[config.mk]
export PLATFORM = sky130hd
export DESIGN_NAME = mem_link_controller
export DESIGN_NICKNAME = d
export VERILOG_FILES = /design/src/rtl/mem_link_controller.sv
export SDC_FILE = /design/constraint.sdc
export NUM_CORES = 1
export LEC_CHECK = 0
export ABC_AREA = 1
export CORE_ASPECT_RATIO = 1.75
export CORE_MARGIN = 2
export CORE_UTILIZATION = 40
export DETAILED_ROUTE_END_ITERATION = 12
export GPL_TIMING_DRIVEN = 0
export PLACE_DENSITY = 0.75
export SLEW_MARGIN = 10
export SYNTH_ARGS = -nofsm -noshare
export SYNTH_HDL_FRONTEND = slang
export SYNTH_SLANG_ARGS = --single-unit
[constraint.sdc]
create_clock -name clk -period 1.25 [get_ports clk]
set_input_delay 0.125 -clock clk [delete_from_list [all_inputs] [get_ports clk]]
set_output_delay 0.125 -clock clk [all_outputs]
set_load 0.01 [all_outputs]
[src/rtl/mem_link_controller.sv]
`default_nettype none
// ============================================================================
// mem_link_controller : start-bit serial memory link (TX framer, RX framer,
// outstanding-read credits). Optional watchdog: MEM_LINK_TIMEOUT_EN.
// Rev 1.0
// ============================================================================
module mem_link_controller #(
  parameter int IO_BITS           = 2,
  parameter int HEADER_CYCLES     = 1,
  parameter int WR_PAYLOAD_CYCLES = 8,
  parameter int RD_PAYLOAD_CYCLES = 4,
  parameter int RX_PAYLOAD_CYCLES = 8,
  parameter int MAX_OUTSTANDING   = 2,
`ifdef MEM_LINK_TIMEOUT_EN
  parameter int TIMEOUT_CYCLES    = 64,
`endif
  parameter int CNT_W = $clog2(
      (((HEADER_CYCLES > WR_PAYLOAD_CYCLES) ? HEADER_CYCLES : WR_PAYLOAD_CYCLES) >
       ((RD_PAYLOAD_CYCLES > RX_PAYLOAD_CYCLES) ? RD_PAYLOAD_CYCLES : RX_PAYLOAD_CYCLES))
      ? ((HEADER_CYCLES > WR_PAYLOAD_CYCLES) ? HEADER_CYCLES : WR_PAYLOAD_CYCLES)
      : ((RD_PAYLOAD_CYCLES > RX_PAYLOAD_CYCLES) ? RD_PAYLOAD_CYCLES : RX_PAYLOAD_CYCLES)) + 1
) (
  input  logic                                   clk,
  input  logic                                   reset_n,
  input  logic                                   tx_command_valid,
  input  logic [IO_BITS-1:0]                     tx_command,
  output logic                                   tx_command_started,
  output logic                                   tx_blocked,
  output logic                                   tx_active,
  input  logic [IO_BITS-1:0]                     tx_data,
  output logic                                   tx_data_next,
  output logic [CNT_W-1:0]                       tx_counter,
  output logic                                   tx_done,
  output logic                                   rx_started,
  output logic                                   rx_active,
  output logic [IO_BITS-1:0]                     rx_sbs,
  output logic                                   rx_data_valid,
  output logic [CNT_W-1:0]                       rx_counter,
  output logic                                   rx_done,
  output logic                                   rx_unexpected,
  output logic                                   rx_timeout,
  output logic [$clog2(MAX_OUTSTANDING+1)-1:0]   outstanding,
  output logic [IO_BITS-1:0]                     tx_pins,
  input  logic [IO_BITS-1:0]                     rx_pins
);

  localparam int OUT_W = $clog2(MAX_OUTSTANDING+1);
  localparam logic [CNT_W-1:0] HDR_LAST = CNT_W'(HEADER_CYCLES-1);
  localparam logic [CNT_W-1:0] WR_LAST  = CNT_W'(WR_PAYLOAD_CYCLES-1);
  localparam logic [CNT_W-1:0] RD_LAST  = CNT_W'(RD_PAYLOAD_CYCLES-1);
  localparam logic [CNT_W-1:0] RX_LAST  = CNT_W'(RX_PAYLOAD_CYCLES-1);

  typedef enum logic [1:0] {TX_IDLE = 2'd0, TX_HDR = 2'd1, TX_PAY = 2'd2} tx_state_t;
  typedef enum logic {RX_IDLE = 1'b0, RX_DATA = 1'b1} rx_state_t;

  tx_state_t          tx_state, tx_state_nx;
  rx_state_t          rx_state, rx_state_nx;
  logic [CNT_W-1:0]   tx_cnt, tx_cnt_nx, rx_cnt, rx_cnt_nx;
  logic [IO_BITS-1:0] pins;
  logic               tx_rd, cmd_rd, credits_full, tx_start;
  logic               inc, dec, timeout;

  assign cmd_rd       = tx_command[IO_BITS-1];
  assign credits_full = (outstanding == OUT_W'(MAX_OUTSTANDING));
  // Start/observe strobes are gated so every output reads 0 while in reset.
  assign tx_start     = reset_n && (tx_state == TX_IDLE) && tx_command_valid && !(cmd_rd && credits_full);
  assign tx_blocked   = reset_n && (tx_state == TX_IDLE) && tx_command_valid && cmd_rd && credits_full;
  assign tx_command_started = tx_start;

  always_ff @(posedge clk or negedge reset_n) begin
    if (!reset_n) begin
      tx_state <= TX_IDLE;
      tx_cnt   <= '0;
      tx_rd    <= 1'b0;
    end else begin
      tx_state <= tx_state_nx;
      tx_cnt   <= tx_cnt_nx;
      if (tx_start) tx_rd <= cmd_rd;
    end
  end

  always_comb begin
    tx_state_nx  = tx_state;
    tx_cnt_nx    = tx_cnt;
    pins         = '0;
    tx_data_next = 1'b0;
    tx_done      = 1'b0;
    case (tx_state)
      TX_IDLE: begin
        pins      = IO_BITS'(tx_start);
        tx_cnt_nx = '0;
        if (tx_start) tx_state_nx = TX_HDR;
      end
      TX_HDR: begin
        pins = tx_command;
        if (tx_cnt == HDR_LAST) begin
          tx_cnt_nx   = '0;
          tx_state_nx = TX_PAY;
        end else begin
          tx_cnt_nx = tx_cnt + 1'b1;
        end
      end
      TX_PAY: begin
        pins         = tx_data;
        tx_data_next = 1'b1;
        if (tx_cnt == (tx_rd ? RD_LAST : WR_LAST)) begin
          tx_done     = 1'b1;
          tx_cnt_nx   = '0;
          tx_state_nx = TX_IDLE;
        end else begin
          tx_cnt_nx = tx_cnt + 1'b1;
        end
      end
      default: begin
        tx_state_nx = TX_IDLE;
        tx_cnt_nx   = '0;
      end
    endcase
  end

  assign tx_pins    = reset_n ? pins : '0;
  assign tx_active  = (tx_state != TX_IDLE);
  assign tx_counter = (tx_state == TX_PAY) ? tx_cnt : '0;

  assign rx_started = reset_n && (rx_state == RX_IDLE) && (rx_pins != '0);

  always_ff @(posedge clk or negedge reset_n) begin
    if (!reset_n) begin
      rx_state <= RX_IDLE;
      rx_cnt   <= '0;
      rx_sbs   <= '0;
    end else begin
      rx_state <= rx_state_nx;
      rx_cnt   <= rx_cnt_nx;
      if (rx_started) rx_sbs <= rx_pins;
    end
  end

  always_comb begin
    rx_state_nx = rx_state;
    rx_cnt_nx   = '0;
    rx_done     = 1'b0;
    case (rx_state)
      RX_IDLE: if (rx_started) rx_state_nx = RX_DATA;
      RX_DATA: begin
        if (rx_cnt == RX_LAST) begin
          rx_done     = 1'b1;
          rx_state_nx = RX_IDLE;
        end else begin
          rx_cnt_nx = rx_cnt + 1'b1;
        end
      end
      default: rx_state_nx = RX_IDLE;
    endcase
  end

  assign rx_active     = (rx_state == RX_DATA);
  assign rx_data_valid = (rx_state == RX_DATA);
  assign rx_counter    = rx_cnt;

  // Credit accounting: a coincident increment and decrement cancel out.
  assign inc           = tx_start && cmd_rd;
  assign dec           = rx_done || timeout;
  assign rx_unexpected = rx_done && (outstanding == '0) && !inc;

  always_ff @(posedge clk or negedge reset_n) begin
    if (!reset_n) begin
      outstanding <= '0;
    end else if (inc && !dec) begin
      outstanding <= outstanding + 1'b1;
    end else if (!inc && dec && (outstanding != '0)) begin
      outstanding <= outstanding - 1'b1;
    end
  end

`ifdef MEM_LINK_TIMEOUT_EN
  localparam int WD_W = $clog2(TIMEOUT_CYCLES) + 1;
  logic [WD_W-1:0] wd_cnt;

  assign timeout    = (outstanding != '0) && !rx_started && (wd_cnt == WD_W'(TIMEOUT_CYCLES-1));
  assign rx_timeout = timeout;

  always_ff @(posedge clk or negedge reset_n) begin
    if (!reset_n) begin
      wd_cnt <= '0;
    end else if (rx_started || (outstanding == '0) || timeout) begin
      wd_cnt <= '0;
    end else begin
      wd_cnt <= wd_cnt + 1'b1;
    end
  end
`else
  assign timeout    = 1'b0;
  assign rx_timeout = 1'b0;
`endif

endmodule
`default_nettype wire
# Word level (Yosys, flattened, before mapping)
# Index checks and enable logic that the tools add are counted.
[op_classes]
addsub = 4
multipliers = 0
n_div = 0
magnitude_cmp = 0
n_eq_ne = 8
shift = 0
mux = 23
n_bitwise = 1
reduce_logical = 25
[ops]
columns = ["operator", "n"]
rows = [
  ["$mux W4", 5],
  ["$logic_and A1 B1 Y1", 14],
  ["$mux W2", 6],
  ["$pmux W2 S3", 2],
  ["$add A4 B1 Y4 const B", 2],
  ["$pmux W4 S2", 1],
  ["$reduce_bool A2 Y1", 4],
  ["$mux W1", 7],
  ["$ne A2 B2 Y1 const B", 3],
  ["$eq A2 B2 Y1 const B", 2],
  ["$eq A4 B3 Y1", 1],
  ["$eq A4 B3 Y1 const B", 1],
  ["$logic_not A2 Y1", 2],
  ["$logic_not A4 Y1", 1],
  ["$logic_not A1 Y1", 3],
  ["$mux W3", 1],
  ["$reduce_and A3 Y1", 1],
  ["$add A2 B1 Y2 const B", 1],
  ["$eq A2 B1 Y1 const B", 1],
  ["$pmux W1 S2", 1],
  ["$sub A2 B1 Y2 const B", 1],
  ["$not A1 Y1", 1],
]
[word_totals]
reg_bits = 16
latch_bits = 0
ramBits = 0
romBits = 0
input_bits = 9
elab_cells = 68
memories = 0

# Logic depth before layout (Yosys ltp)
[logic_depth]
ltp_word = 10
ltp_mapped = 9

# Worst setup path after synthesis
# OpenSTA, ideal clock, no wires.
[synth_path]
kind = "register -> output"
startpoint = "reg tx_state[0]"
endpoint = "out tx_pins[0]"
t_arrival_ps = 1309
required_time_ps = 1125
setup_slack_ps = -184
path_stages_with_launch = 7
path_buffers = 1
cell_sequence = "dfrtp_1 inv_1 ha_1 buf_2 a22o_1 nor2_1 nor3_1"
[synth_via]
elab_chain_len = 6
elab_cells_between_ends = 8
[synth_rtl]
columns = ["item", "line_no", "rtl"]
rows = [
  ["start: declaration", "56", "tx_state_t tx_state, tx_state_nx;"],
  ["start signal: assignment", "76", "tx_state <= tx_state_nx;"],
  ["$logic_not A2 Y1", "66, 88", ""],
  ["$logic_and A1 B1 Y1 (3 in a row)", "66", "assign tx_start = reset_n && (tx_state == TX_IDLE) && tx_command_valid && !(cmd_rd && credits_full);"],
  ["$pmux W2 S3 (*)", "88", "case (tx_state)"],
  ["$mux W2 (*)", "121", "assign tx_pins = reset_n ? pins : '0;"],
  ["end: declaration", "43", "output logic [IO_BITS-1:0] tx_pins,"],
]
# Every way passes the cells marked *; elsewhere a longest branch is shown, timed or not.

# Final worst setup path
# Same ends and word-level chain as after synthesis.

==> impl_results.md <==
* Worst-Margin Slew at 0.7979 ns
* Ratio of final minimum period to clock period at 138.3%
* Syn_area_per_cell at 7.612 um2
* Core Rows at 24
* Critical-path maximum fanout at 4
* Final instance area at 0.001887 mm2
* Clock Tree Buf Depth at 2
* Seq pwr share at 23.9%
* Startpoint types: flip-flop
* Setup TNS at -5.390 ns
* Nets at 219
* Finished Core Util at 77.57%
* Commonest non-fill, non-tap cells in the layout: 25 x nand2_1, 23 x buf_6, 23 x buf_4, 12 x dfrtp_1, 11 x inv_1
* Tot Pwr at 3890 uW
* Detail Route Antenna Nets at 0
* Fin. Hold Viols at 0
* Final min period at 1.728 ns
* FFs w/ async S/R, synth at 100.0%
* CTS tree: built
* Reg2reg end: outstanding[1]
* WL/cell at 14.86 um
* Clock root cell: clkbuf_8
* Failing checks: setup timing
* RR Startpoint: tx_state[1]
* Reg2reg setup slack at -0.29 ns
* Share of cells above drive strength 1 at 53.23%
* CTS Buf Count at 3
* Unique masters post-synth at 22
* Seq/Total Area, Yosys at 40.15%
* Leak pwr at 0.0009839 uW
* P_sw at 1585 uW
* Gr ovfl total at 0
* Fill count at 162
* Die W at 41.75 um
* TritonCTS Sinks at 16
* Peak Freq at 0.5786 GHz
* Core area at 0.002432 mm2
* HP Class: primary input to async pin
* Flops & latches, synth at 16
* Worst Hold Slack at 0.1652 ns
* Die area at 0.002924 mm2
* Die height at 70.05 um
* DR vias at 1148
* CP Class: flip-flop to output port
* P per Cell Area at 2062 mW/mm2
* TritonRoute pass-1 iters at 5
* Final Skew at 0.001510 ns
* Worst setup margin at -0.4783 ns
* Clock power share at 12.1%
* DP HPWL at 1850 um
* Area Growth Syn to Fin at 89.21%
* Ant. Diodes at 0
* Synth Flop Type: dfrtp_1
* Final Setup Violations at 22
* Endpoint kind of the worst setup timing path: output port
* Ys Warns at 0
* Arrival time worst endpoint at 1.60 ns
* Commonest non-fill, non-tap cell in the layout: nand2_1
* First-pass GRT wire length at 5175 um
* Net Sw Frac at 40.75%
* Routability cong. at 0.8743
* Avg Vias per Cell at 5.057
* Max_cap viols at 0
* Area of the multi-input gates at 690.7 um2
* Largest net degree at the start of global routing at 17
* Gr usage total at 22.76%
* Int Pwr at 2305 uW
* H-tree levels at 1
* Cells after Synth at 131
* IO Pins at 34
* Post-synth EDFFs at 0
* Starting Density at 41.00%
* Vias in the first global route at 1160
* Reg area at 405.4 um2
* Max Slew Vio Count at 0
* Required @ worst endpoint at 1.12 ns
* Synth area leader: dfrtp_1
* Synth Net Count at 148
* DR iter-0 viols at 18
* Comb pwr share at 64.0%
* R2R cell count at 10
* Port bufs at 32
* Total routed wirelength at 3374 um
* Top post-synthesis cells by area: dfrtp_1 40%, nand2_1 14%, ha_1 10%
* Initial antenna violation count at 0
* Area fraction of the dominant cell type after synthesis at 40.15%
* DP Area at 0.001414 mm2
* DRC viols at 0
* RSZ-0062 raised after global routing: yes
* Area of the mapped netlist at 997.2 um2
* Slew margin rel. at 46.81%
* Max VDD drop at 0.001476 V
* Clk_lat worst skew at 0.25 ns
* Clk slew on worst S/H paths at 0.07 ns
* Status: finished with violations
area by class of cell:
cell class	count	share of cell area, %
Buffer	3	1.393
Inverter	21	4.443
Tap cell	26	1.724
Timing Repair Buffer	66	31.43
Multi-Input combinational cell	91	36.60
Sequential cell	16	21.49
Clock buffer	4	2.918
metrics by stage:
step,cells,worst slack (ns)
global placement,189,-1.346
finish,227,-0.4783
floorplan,131,-0.04743
global route,227,-0.5282
detailed placement,189,-1.393
CTS,222,-0.3977
power groups by stage:
stage          Sequential, uW  Combinational (uW)  Clock (uW)
2_1_floorplan             978                 867           0
3_3_place_gp              947                1520           0
3_5_place_dp              962                1550           0
4_1_cts                   914                2090         469
5_1_grt                   950                2700         494
6_report                  929                2490         471
cells in the mapped netlist, drive strengths merged, types with 2 or more instances:
| master | instances |
|---|---|
| nand3 | 12 |
| nand4 | 4 |
| buf | 3 |
| nand2 | 38 |
| xnor2 | 2 |
| dfrtp | 16 |
| inv | 21 |
| xor2 | 2 |
| nor2 | 18 |
| ha | 8 |
flip-flops by register name, indices dropped and copies added, names as in the netlist:
name,cells
outstanding,2
rx_active,1
rx_counter,4
rx_sbs,2
tx_cnt,4
tx_rd,1
tx_state,2
worst max-delay path by stage:
stage	from	end	slack, ns	cells past startpoint
floorplan	tx_state[1]	tx_pins[0]	-0.05	6
global placement	reset_n	rx_unexpected	-1.35	7
detailed placement	reset_n	rx_unexpected	-1.39	7
CTS	tx_state[0]	rx_unexpected	-0.40	8
global route	tx_state[0]	tx_pins[0]	-0.53	8
finish	tx_state[0]	tx_pins[0]	-0.48	8
critical path: stages, from the launching register on:
cell and delay [ns]:
dfrtp_1 0.40, inv_2 0.08, buf_6 0.12, ha_4 0.16
buf_6 0.12, a22o_1 0.18, nor2_2 0.09, nor3_2 0.04
buf_2 0.15
kinds of logic after synthesis:
group                    Yosys count  share of synthesized area (%)
AND/OR/NAND/NOR                   73                          32.37
buffers and inverters             24                          9.911
flip-flops                        16                          40.15
adder cells (fa/ha/maj)            8                          10.04
AO/OA/AOI/OAI                      5                          3.638
XOR/XNOR                           4                          3.514
other                              1                         0.3761
per-layer routing:
| layer | share of wire, % | global-route usage, % | routed length [um] | vias to the layer above |
|---|---|---|---|---|
| met5 | 0 | 0 | 0 | - |
| met4 | 3.8 | 7.527 | 127 | 0 |
| met3 | 4.5 | 3.876 | 151 | 12 |
| met2 | 55 | 43.06 | 1867 | 46 |
| met1 | 36 | 24.42 | 1227 | 545 |
| li1 | - | - | - | 545 |
repair_timing:
| action | 4_1_cts | 5_1_grt |
|---|---|---|
| hold buffers | 1 | 0 |
| buffers inserted | 27 | 8 |
| endpoints found under the setup margin | 35 | 27 |
| pin swaps | 14 | 15 |
| endpoints found under the hold margin | 16 | 0 |
| gates cloned | 1 | 0 |
| gates resized for setup | 109 | 39 |
(Power assumes the default switching activity.)
